`config.mk`:
```
export PLATFORM = sky130hd
export DESIGN_NAME = csi_rx_pkt_ctrl_flat
export DESIGN_NICKNAME = d
export VERILOG_FILES = /design/src/rtl/csi_rx_pkt_ctrl_if.sv /design/src/rtl/csi_rx_pkt_ctrl.sv /design/src/flat_wrapper.sv
export SDC_FILE = /design/constraint.sdc
export NUM_CORES = 1
export LEC_CHECK = 0
export CORE_MARGIN = 3
export CORE_UTILIZATION = 50
export CTS_CLUSTER_DIAMETER = 80
export CTS_CLUSTER_SIZE = 28
export DETAILED_ROUTE_END_ITERATION = 8
export PLACE_DENSITY_LB_ADDON = 0.1
export SLEW_MARGIN = 20
export SYNTH_ARGS = -nofsm -noshare
export SYNTH_HDL_FRONTEND = slang
export SYNTH_SLANG_ARGS = --single-unit
```
`constraint.sdc`:
```
create_clock -name clk -period 3.4 [get_ports clk]
set_clock_uncertainty 0.1 [all_clocks]
set_input_delay 1.02 -clock clk [delete_from_list [all_inputs] [get_ports clk]]
set_output_delay 1.02 -clock clk [all_outputs]
set_load 0.01 [all_outputs]
```
`src/rtl/csi_rx_pkt_ctrl_if.sv`:
```
// Lane-aligner word bus into, and pixel-word stream out of, the CSI-2 RX packet sequencer.
interface csi_rx_pkt_ctrl_if;
    localparam int unsigned LANES = 4;
    localparam int unsigned DW    = 32;

    logic [LANES-1:0] found_sot;
    logic [LANES-1:0] hs_mode;
    logic [LANES-1:0] byte_gate;
    logic [DW-1:0]    data;
    logic             ecc_ok;

    logic [DW-1:0]    pix_data;
    logic [LANES-1:0] pix_be;
    logic             pix_valid;
    logic             pix_last;

    modport master (
        output found_sot, hs_mode, byte_gate, data, ecc_ok,
        input  pix_data, pix_be, pix_valid, pix_last
    );

    modport slave (
        input  found_sot, hs_mode, byte_gate, data, ecc_ok,
        output pix_data, pix_be, pix_valid, pix_last
    );
endinterface

```
`src/rtl/csi_rx_pkt_ctrl.sv`:
```
// CSI-2 RX packet sequencer: header decode, payload framing, CRC skip and aligner re-arm.
// Optional virtual-channel filter compiled in with CSI_VC_FILTER_EN.
module csi_rx_pkt_ctrl #(
    parameter logic [15:0] MAX_WC  = 16'd8192,
    parameter logic [15:0] TIMEOUT = 16'd1023,
    parameter logic [1:0]  VC_SEL  = 2'd0
) (
    input  logic                clk,
    input  logic                rstn,
    csi_rx_pkt_ctrl_if.slave    bus,
    output logic                frame_start,
    output logic                frame_end,
    output logic                frame_active,
    output logic [15:0]         line_count,
    output logic                err_ecc,
    output logic                err_len,
    output logic                err_trunc,
    output logic                aligner_rst
);
    localparam int unsigned LANES = 4;
    localparam int unsigned DW    = 32;
    localparam int unsigned WC_W  = 16;
    localparam int unsigned DT_W  = 6;

    typedef enum logic [2:0] {
        S_IDLE,
        S_HDR,
        S_PAY,
        S_CRC,
        S_DONE
    } state_t;

    state_t           state, state_d;
    logic [WC_W-1:0]  rem, rem_d;
    logic [WC_W-1:0]  idle_cnt;
    logic [1:0]       wc_lo, wc_lo_d;
    logic             vc_ok, vc_ok_d;

    logic [DW-1:0]    pix_data_d;
    logic [LANES-1:0] pix_be_d;
    logic             pix_valid_d, pix_last_d;
    logic             frame_start_d, frame_end_d, frame_active_d;
    logic [WC_W-1:0]  line_count_d;
    logic             err_ecc_d, err_len_d, err_trunc_d, aligner_rst_d;

    logic             stb_c, hs_all_c, sot_all_c, in_pkt_c, trunc_c, hdr_vc_ok_c;
    logic [DT_W-1:0]  hdr_dt_c;
    logic [WC_W-1:0]  hdr_wc_c;
    logic [WC_W-1:0]  line_inc_c;
    logic [LANES-1:0] tail_be_c;

    assign stb_c     = bus.byte_gate[0];
    assign hs_all_c  = (bus.hs_mode == {LANES{1'b1}});
    assign sot_all_c = (bus.found_sot == {LANES{1'b1}});
    assign hdr_dt_c  = bus.data[5:0];
    assign hdr_wc_c  = bus.data[23:8];
    assign in_pkt_c  = (state == S_HDR) || (state == S_PAY) || (state == S_CRC);
    // An HS drop beats a same-cycle strobe; a strobe beats a same-cycle timeout.
    assign trunc_c   = !hs_all_c || ((idle_cnt >= TIMEOUT) && !stb_c);

`ifdef CSI_VC_FILTER_EN
    logic unused_gate;
    assign hdr_vc_ok_c = (bus.data[7:6] == VC_SEL);
    assign unused_gate = ^bus.byte_gate[3:1];
`else
    logic unused_gate;
    assign hdr_vc_ok_c = 1'b1;
    assign unused_gate = ^{bus.byte_gate[3:1], VC_SEL};
`endif

    assign line_inc_c = (vc_ok && frame_active) ? line_count + WC_W'(1) : line_count;

    // Byte enables for the final, partially filled payload word.
    always_comb begin
        unique case (rem[1:0])
            2'd1:    tail_be_c = 4'b0001;
            2'd2:    tail_be_c = 4'b0011;
            2'd3:    tail_be_c = 4'b0111;
            default: tail_be_c = 4'b1111;
        endcase
    end

    always_comb begin
        state_d        = state;
        rem_d          = rem;
        wc_lo_d        = wc_lo;
        vc_ok_d        = vc_ok;
        pix_data_d     = bus.pix_data;
        pix_be_d       = '0;
        pix_valid_d    = 1'b0;
        pix_last_d     = 1'b0;
        frame_start_d  = 1'b0;
        frame_end_d    = 1'b0;
        frame_active_d = frame_active;
        line_count_d   = line_count;
        err_ecc_d      = 1'b0;
        err_len_d      = 1'b0;
        err_trunc_d    = 1'b0;
        aligner_rst_d  = 1'b0;

        unique case (state)
            S_IDLE: begin
                if (sot_all_c && hs_all_c && stb_c) state_d = S_HDR;
            end
            S_HDR: begin
                if (trunc_c) begin
                    err_trunc_d = 1'b1;
                    state_d     = S_DONE;
                end else if (stb_c) begin
                    vc_ok_d = hdr_vc_ok_c;
                    wc_lo_d = hdr_wc_c[1:0];
                    state_d = S_DONE;
                    if (!bus.ecc_ok) begin
                        err_ecc_d = 1'b1;
                    end else if (hdr_dt_c <= DT_W'(6'h0F)) begin
                        if (hdr_vc_ok_c && hdr_dt_c == DT_W'(0)) begin
                            frame_start_d  = 1'b1;
                            frame_active_d = 1'b1;
                            line_count_d   = '0;
                        end else if (hdr_vc_ok_c && hdr_dt_c == DT_W'(1)) begin
                            frame_end_d    = 1'b1;
                            frame_active_d = 1'b0;
                        end
                    end else if (hdr_wc_c == '0 || hdr_wc_c > MAX_WC) begin
                        err_len_d = 1'b1;
                    end else begin
                        rem_d   = hdr_wc_c;
                        state_d = S_PAY;
                    end
                end
            end
            S_PAY: begin
                if (trunc_c) begin
                    err_trunc_d  = 1'b1;
                    pix_last_d   = vc_ok;
                    line_count_d = line_inc_c;
                    state_d      = S_DONE;
                end else if (stb_c) begin
                    pix_valid_d = vc_ok;
                    if (vc_ok) begin
                        pix_data_d = bus.data;
                        pix_be_d   = (rem > WC_W'(3)) ? 4'b1111 : tail_be_c;
                    end
                    if (rem <= WC_W'(4)) begin
                        pix_last_d   = vc_ok;
                        line_count_d = line_inc_c;
                        // CRC fits in the last word only when 1 or 2 payload bytes are left over.
                        state_d      = (wc_lo == 2'd0 || wc_lo == 2'd3) ? S_CRC : S_DONE;
                    end else begin
                        rem_d = rem - WC_W'(4);
                    end
                end
            end
            S_CRC: begin
                if (trunc_c) begin
                    err_trunc_d = 1'b1;
                    state_d     = S_DONE;
                end else if (stb_c) begin
                    state_d = S_DONE;
                end
            end
            S_DONE: begin
                if (!hs_all_c) begin
                    aligner_rst_d = 1'b1;
                    state_d       = S_IDLE;
                end
            end
            default: state_d = S_IDLE;
        endcase
    end

    // Inter-strobe watchdog, restarted on every strobe and state change.
    always_ff @(posedge clk or negedge rstn) begin
        if (!rstn) begin
            idle_cnt <= '0;
        end else if (!in_pkt_c || stb_c || state_d != state) begin
            idle_cnt <= '0;
        end else begin
            idle_cnt <= idle_cnt + WC_W'(1);
        end
    end

    always_ff @(posedge clk or negedge rstn) begin
        if (!rstn) begin
            state         <= S_IDLE;
            rem           <= '0;
            wc_lo         <= '0;
            vc_ok         <= 1'b0;
            bus.pix_data  <= '0;
            bus.pix_be    <= '0;
            bus.pix_valid <= 1'b0;
            bus.pix_last  <= 1'b0;
            frame_start   <= 1'b0;
            frame_end     <= 1'b0;
            frame_active  <= 1'b0;
            line_count    <= '0;
            err_ecc       <= 1'b0;
            err_len       <= 1'b0;
            err_trunc     <= 1'b0;
            aligner_rst   <= 1'b0;
        end else begin
            state         <= state_d;
            rem           <= rem_d;
            wc_lo         <= wc_lo_d;
            vc_ok         <= vc_ok_d;
            bus.pix_data  <= pix_data_d;
            bus.pix_be    <= pix_be_d;
            bus.pix_valid <= pix_valid_d;
            bus.pix_last  <= pix_last_d;
            frame_start   <= frame_start_d;
            frame_end     <= frame_end_d;
            frame_active  <= frame_active_d;
            line_count    <= line_count_d;
            err_ecc       <= err_ecc_d;
            err_len       <= err_len_d;
            err_trunc     <= err_trunc_d;
            aligner_rst   <= aligner_rst_d;
        end
    end
endmodule

```
`src/flat_wrapper.sv`:
```
// flat-port wrapper written by rule: the top's interface ports become plain ports
module csi_rx_pkt_ctrl_flat 
#(
    parameter logic [15:0] MAX_WC  = 16'd8192,
    parameter logic [15:0] TIMEOUT = 16'd1023,
    parameter logic [1:0]  VC_SEL  = 2'd0
)
  (clk, rstn, frame_start, frame_end, frame_active, line_count, err_ecc, err_len, err_trunc, aligner_rst, bus_found_sot, bus_hs_mode, bus_byte_gate, bus_data, bus_ecc_ok, bus_pix_data, bus_pix_be, bus_pix_valid, bus_pix_last);
  csi_rx_pkt_ctrl_if bus_i ();
  input  logic clk;
  input  logic rstn;
  output logic frame_start;
  output logic frame_end;
  output logic frame_active;
  output logic [15:0] line_count;
  output logic err_ecc;
  output logic err_len;
  output logic err_trunc;
  output logic aligner_rst;
  input wire logic [$bits(bus_i.found_sot)-1:0] bus_found_sot;
  input wire logic [$bits(bus_i.hs_mode)-1:0] bus_hs_mode;
  input wire logic [$bits(bus_i.byte_gate)-1:0] bus_byte_gate;
  input wire logic [$bits(bus_i.data)-1:0] bus_data;
  input wire logic [$bits(bus_i.ecc_ok)-1:0] bus_ecc_ok;
  output wire logic [$bits(bus_i.pix_data)-1:0] bus_pix_data;
  output wire logic [$bits(bus_i.pix_be)-1:0] bus_pix_be;
  output wire logic [$bits(bus_i.pix_valid)-1:0] bus_pix_valid;
  output wire logic [$bits(bus_i.pix_last)-1:0] bus_pix_last;
  assign bus_i.found_sot = bus_found_sot;
  assign bus_i.hs_mode = bus_hs_mode;
  assign bus_i.byte_gate = bus_byte_gate;
  assign bus_i.data = bus_data;
  assign bus_i.ecc_ok = bus_ecc_ok;
  assign bus_pix_data = bus_i.pix_data;
  assign bus_pix_be = bus_i.pix_be;
  assign bus_pix_valid = bus_i.pix_valid;
  assign bus_pix_last = bus_i.pix_last;
  csi_rx_pkt_ctrl #(.MAX_WC(MAX_WC), .TIMEOUT(TIMEOUT), .VC_SEL(VC_SEL)) u_core (.clk(clk), .rstn(rstn), .bus(bus_i), .frame_start(frame_start), .frame_end(frame_end), .frame_active(frame_active), .line_count(line_count), .err_ecc(err_ecc), .err_len(err_len), .err_trunc(err_trunc), .aligner_rst(aligner_rst));
endmodule
```
==> summary.md <==
| Metric | Value |
|---|---|
| Total leakage power | 2.76 nW |
| DRC violation total after the first TritonRoute iteration | about 200 |
| Arrival time at the worst endpoint | 3.38 ns |
| Initial DRT Pass Iterations | 5 |
| Count of flip-flops with a built-in enable after synthesis | 0 |
| Die Area | 10,600 um^2 |
| Total wire length after detailed routing | roughly 11 mm |
| Overflow after GRT | 0 |
| Finish-stage setup viols | 0 |
| Pin count of the biggest net entering global routing | 48 |
| Finished Core Util | a little over two thirds |
| Number of routed nets with antenna violations | 0 |
| Setup repair after global routing missed its margin | no |
| Peak Freq | 314 MHz |
| Cell count after synthesis | 484 |
| Worst min path class | register to register |
| Number of register bits inferred by synthesis | 98 |
| Count of final max-slew check failures | 0 |
| Final Critical Period | 3.19 ns |
| Critical Path End Type | register |
| Critical path launch point type | primary input |
| Worst-case clock buffer depth | 2 |
| H-tree lvl count | 3 |
| Post-synthesis cell area | about 4700 um^2 |
| Max-cap check violation count | 0 |
| Number of clock sinks | slightly below 100 |
| Worst Tran Pin Value | 0.676 ns |
| Vias in the first global route | 4,040 |
| Quantity of gates resized following cts | 0 |
| Number of nets in the layout | 659 |
| Crit share post-route | 93.8% |
| Number of buffers added on ports | 104 |
| Ant. Diodes | 0 |
| Worst voltage drop across the vdd grid | 197 uV |
| Insertion delay of the later-clocked pin in the worst-skew pair | between 0.3 and 0.4 ns |
| Sequential element share of the synthesized area | 52.3% |
| Final Instance Count excl. Fillers | 718 |
| Proportion of register bits with asynchronous set or reset after synthesis | 100% |
| Netlist cell types | 48 |
| Leading cell type in the layout, fill and taps excluded | sky130_fd_sc_hd__clkdlybuf4s50_1 |
| Die Span Y | 103 um |
| Category of the critical setup timing path | primary input to register |
| Final Hold Viols | 0 |
| Core Footprint | 8890 um^2 |
| Average cell area after synthesis | between 9 and 10 um^2 |
| Most frequent cells in the layout | sky130_fd_sc_hd__clkdlybuf4s50_1, sky130_fd_sc_hd__dfrtp_1, sky130_fd_sc_hd__nand2_1 |
| Cell at the root of the clock tree | sky130_fd_sc_hd__clkbuf_8 |
| Data required time of the worst path | about 3.6 ns |
| Result of the run | finished, final reports clean |
| Global router's overall resource usage | 22.1% |
| Critical-path maximum fanout | 14 |
| Number of cells in the design after placement | ~700 |
| TritonCTS clock tree | done |
| Main flop type after synthesis | sky130_fd_sc_hd__dfrtp_1 |
| Number of warnings issued by yosys | 0 |
| DR vias/cell | 5.76 |
| Number of core rows | 34 |
| Post-synthesis to final-layout area growth | 31.8% |
| Die boundary width | between 100 and 150 um |
| Setup Fix Bufs, Post-CTS | 0 |
| Layout cells sized above 1 | between 10% and 20% |
| DRC Markers | 0 |
| Effective utilization at floorplan | 52.7% |
| Post-detailed-route wirelength per cell | 15.4 um |
| HPWL after DPL | 8.14 mm |
| Hold Buf Count CTS | 0 |
| Clock-pin slew of the registers on the worst-case setup and hold paths | 0.10 ns |
| Number of buffers created by CTS | 9 |
| Worst slew margin relative to its limit | 54.5% |
| Final weighted congestion of routability-driven global placement | 0.877 |
| Number of top-level design ports | approximately 110 |
| Global-route wire length before repair | 18.7 mm |
| Routed vias | 4,137 |
| Pwr Density | approximately 330 nW/um^2 |
| Initial antenna violation count | 0 |
[power breakdown]
part	internal (mW)	switching (mW)
Sequential	1.18	0.0157
Clock	0.286	0.400
Combinational	0.0864	0.0748
[Yosys cell counts (all sizes together), types with 2 or more instances]
library cell | number | area share [%]
dfrtp | 98 | 52
nand2 | 65 | 5.2
a21oi | 39 | 4.2
nor2 | 39 | 3.1
o21ai | 27 | 2.9
mux2 | 22 | 5.3
clkbuf | 19 | 1.5
nand3 | 17 | 1.8
or4 | 16 | 2.6
nor3 | 15 | 1.6
o31ai | 14 | 2.2
inv | 12 | 0.96
nor4 | 11 | 1.6
and3 | 9 | 1.2
nand4 | 8 | 1.1
ha | 7 | 1.9
or3 | 7 | 0.93
xnor2 | 7 | 1.3
buf | 5 | 0.56
nand2b | 5 | 0.67
nor3b | 4 | 0.64
a211oi | 3 | 0.48
a21o | 3 | 0.48
or2 | 3 | 0.40
xor2 | 3 | 0.56
a22o | 2 | 0.37
a22oi | 2 | 0.32
a2bb2oi | 2 | 0.37
and2 | 2 | 0.27
and3b | 2 | 0.37
and4 | 2 | 0.37
nand3b | 2 | 0.32
[state kept, by name (all words and copies together) (netlist names)]
register              count
u_core.err_len            1
u_core.frame_start        1
u_core.vc_ok              1
u_core.bus.pix_data      32
u_core.bus.pix_valid      1
u_core.bus.pix_last       1
u_core.err_ecc            1
u_core.aligner_rst        1
u_core.wc_lo              2
u_core.bus.pix_be         3
u_core.line_count        16
u_core.state              3
u_core.idle_cnt          16
u_core.frame_end          1
u_core.err_trunc          1
u_core.rem               16
u_core.frame_active       1
[kinds of logic after synthesis]
family / count (synthesis) / share of synthesized area (%)
buf+inv: 36 / 3.04
compound gates: 101 / 12.9
simple gates: 208 / 22.4
other cells: 1 / 0.0800
mux: 23 / 5.50
flops: 98 / 52.3
xor+xnor: 10 / 1.87
fa+ha+maj: 7 / 1.87
[area by class of cell]
class	instances	area [um^2]
Clock buffer	10	138
Inverter	12	45.0
Multi-Input combinational cell	355	2120
Fill cell	713	2720
Tap cell	108	135
Sequential cell	98	2450
Timing Repair Buffer	129	1240
Clock inverter	6	42.5
[worst max-delay path, cell delays in order]
cell and delay, ns:
sky130_fd_sc_hd__clkdlybuf4s50_1 0.42, sky130_fd_sc_hd__or2_2 0.35, sky130_fd_sc_hd__o41ai_2 0.32, sky130_fd_sc_hd__nand3_1 0.14
sky130_fd_sc_hd__a221o_2 0.47, sky130_fd_sc_hd__or4_1 0.50, sky130_fd_sc_hd__a21oi_1 0.16
[worst paths after layout]
kind                                          from                 endpoint  slack (ns)  depth (start not counted)
min in group asynchronous                     rstn     u_core.line_count[5]        0.47                          1
min reg2reg                u_core.bus.pix_data[25]  u_core.bus.pix_data[25]        0.39                          2
max                                    bus_data[5]     u_core.line_count[9]        0.21                          7
max reg2reg                          u_core.rem[8]     u_core.line_count[9]        0.60                          6
min                        u_core.bus.pix_data[25]  u_core.bus.pix_data[25]        0.39                          2
max in group asynchronous                     rstn   u_core.bus.pix_data[3]        2.08                          2
[routing by layer]
layer  up-vias  routed length [um]  track usage (%)  share of wire, %
met1      1996                4900             30.5                44
met4         0                 168             7.67               1.5
met2       156                5180             35.6                47
li1       1971                   -                -                 -
met3        14                 781             3.92               7.1
met5         -                   0                0                 0
[through the flow]
stage / power (mW) / TNS [ns] / worst slack, ns / hold WS (ns) / instance area (um^2)
6_report: 2.04 / 0 / 0.211 / 0.385 / 6170
5_1_grt: 2.13 / 0 / 0.0359 / 0.410 / 6170
4_1_cts: 2.07 / 0 / 0.114 / 0.388 / 6170
3_5_place_dp: 1.38 / -2.28 / -0.275 / 0.363 / 5990
3_3_place_gp: 1.38 / -1.52 / -0.188 / 0.357 / 5990
2_1_floorplan: 1.26 / 0 / 0.378 / 0.350 / 4700
No activity file was read; power rests on OpenSTA's default activity.
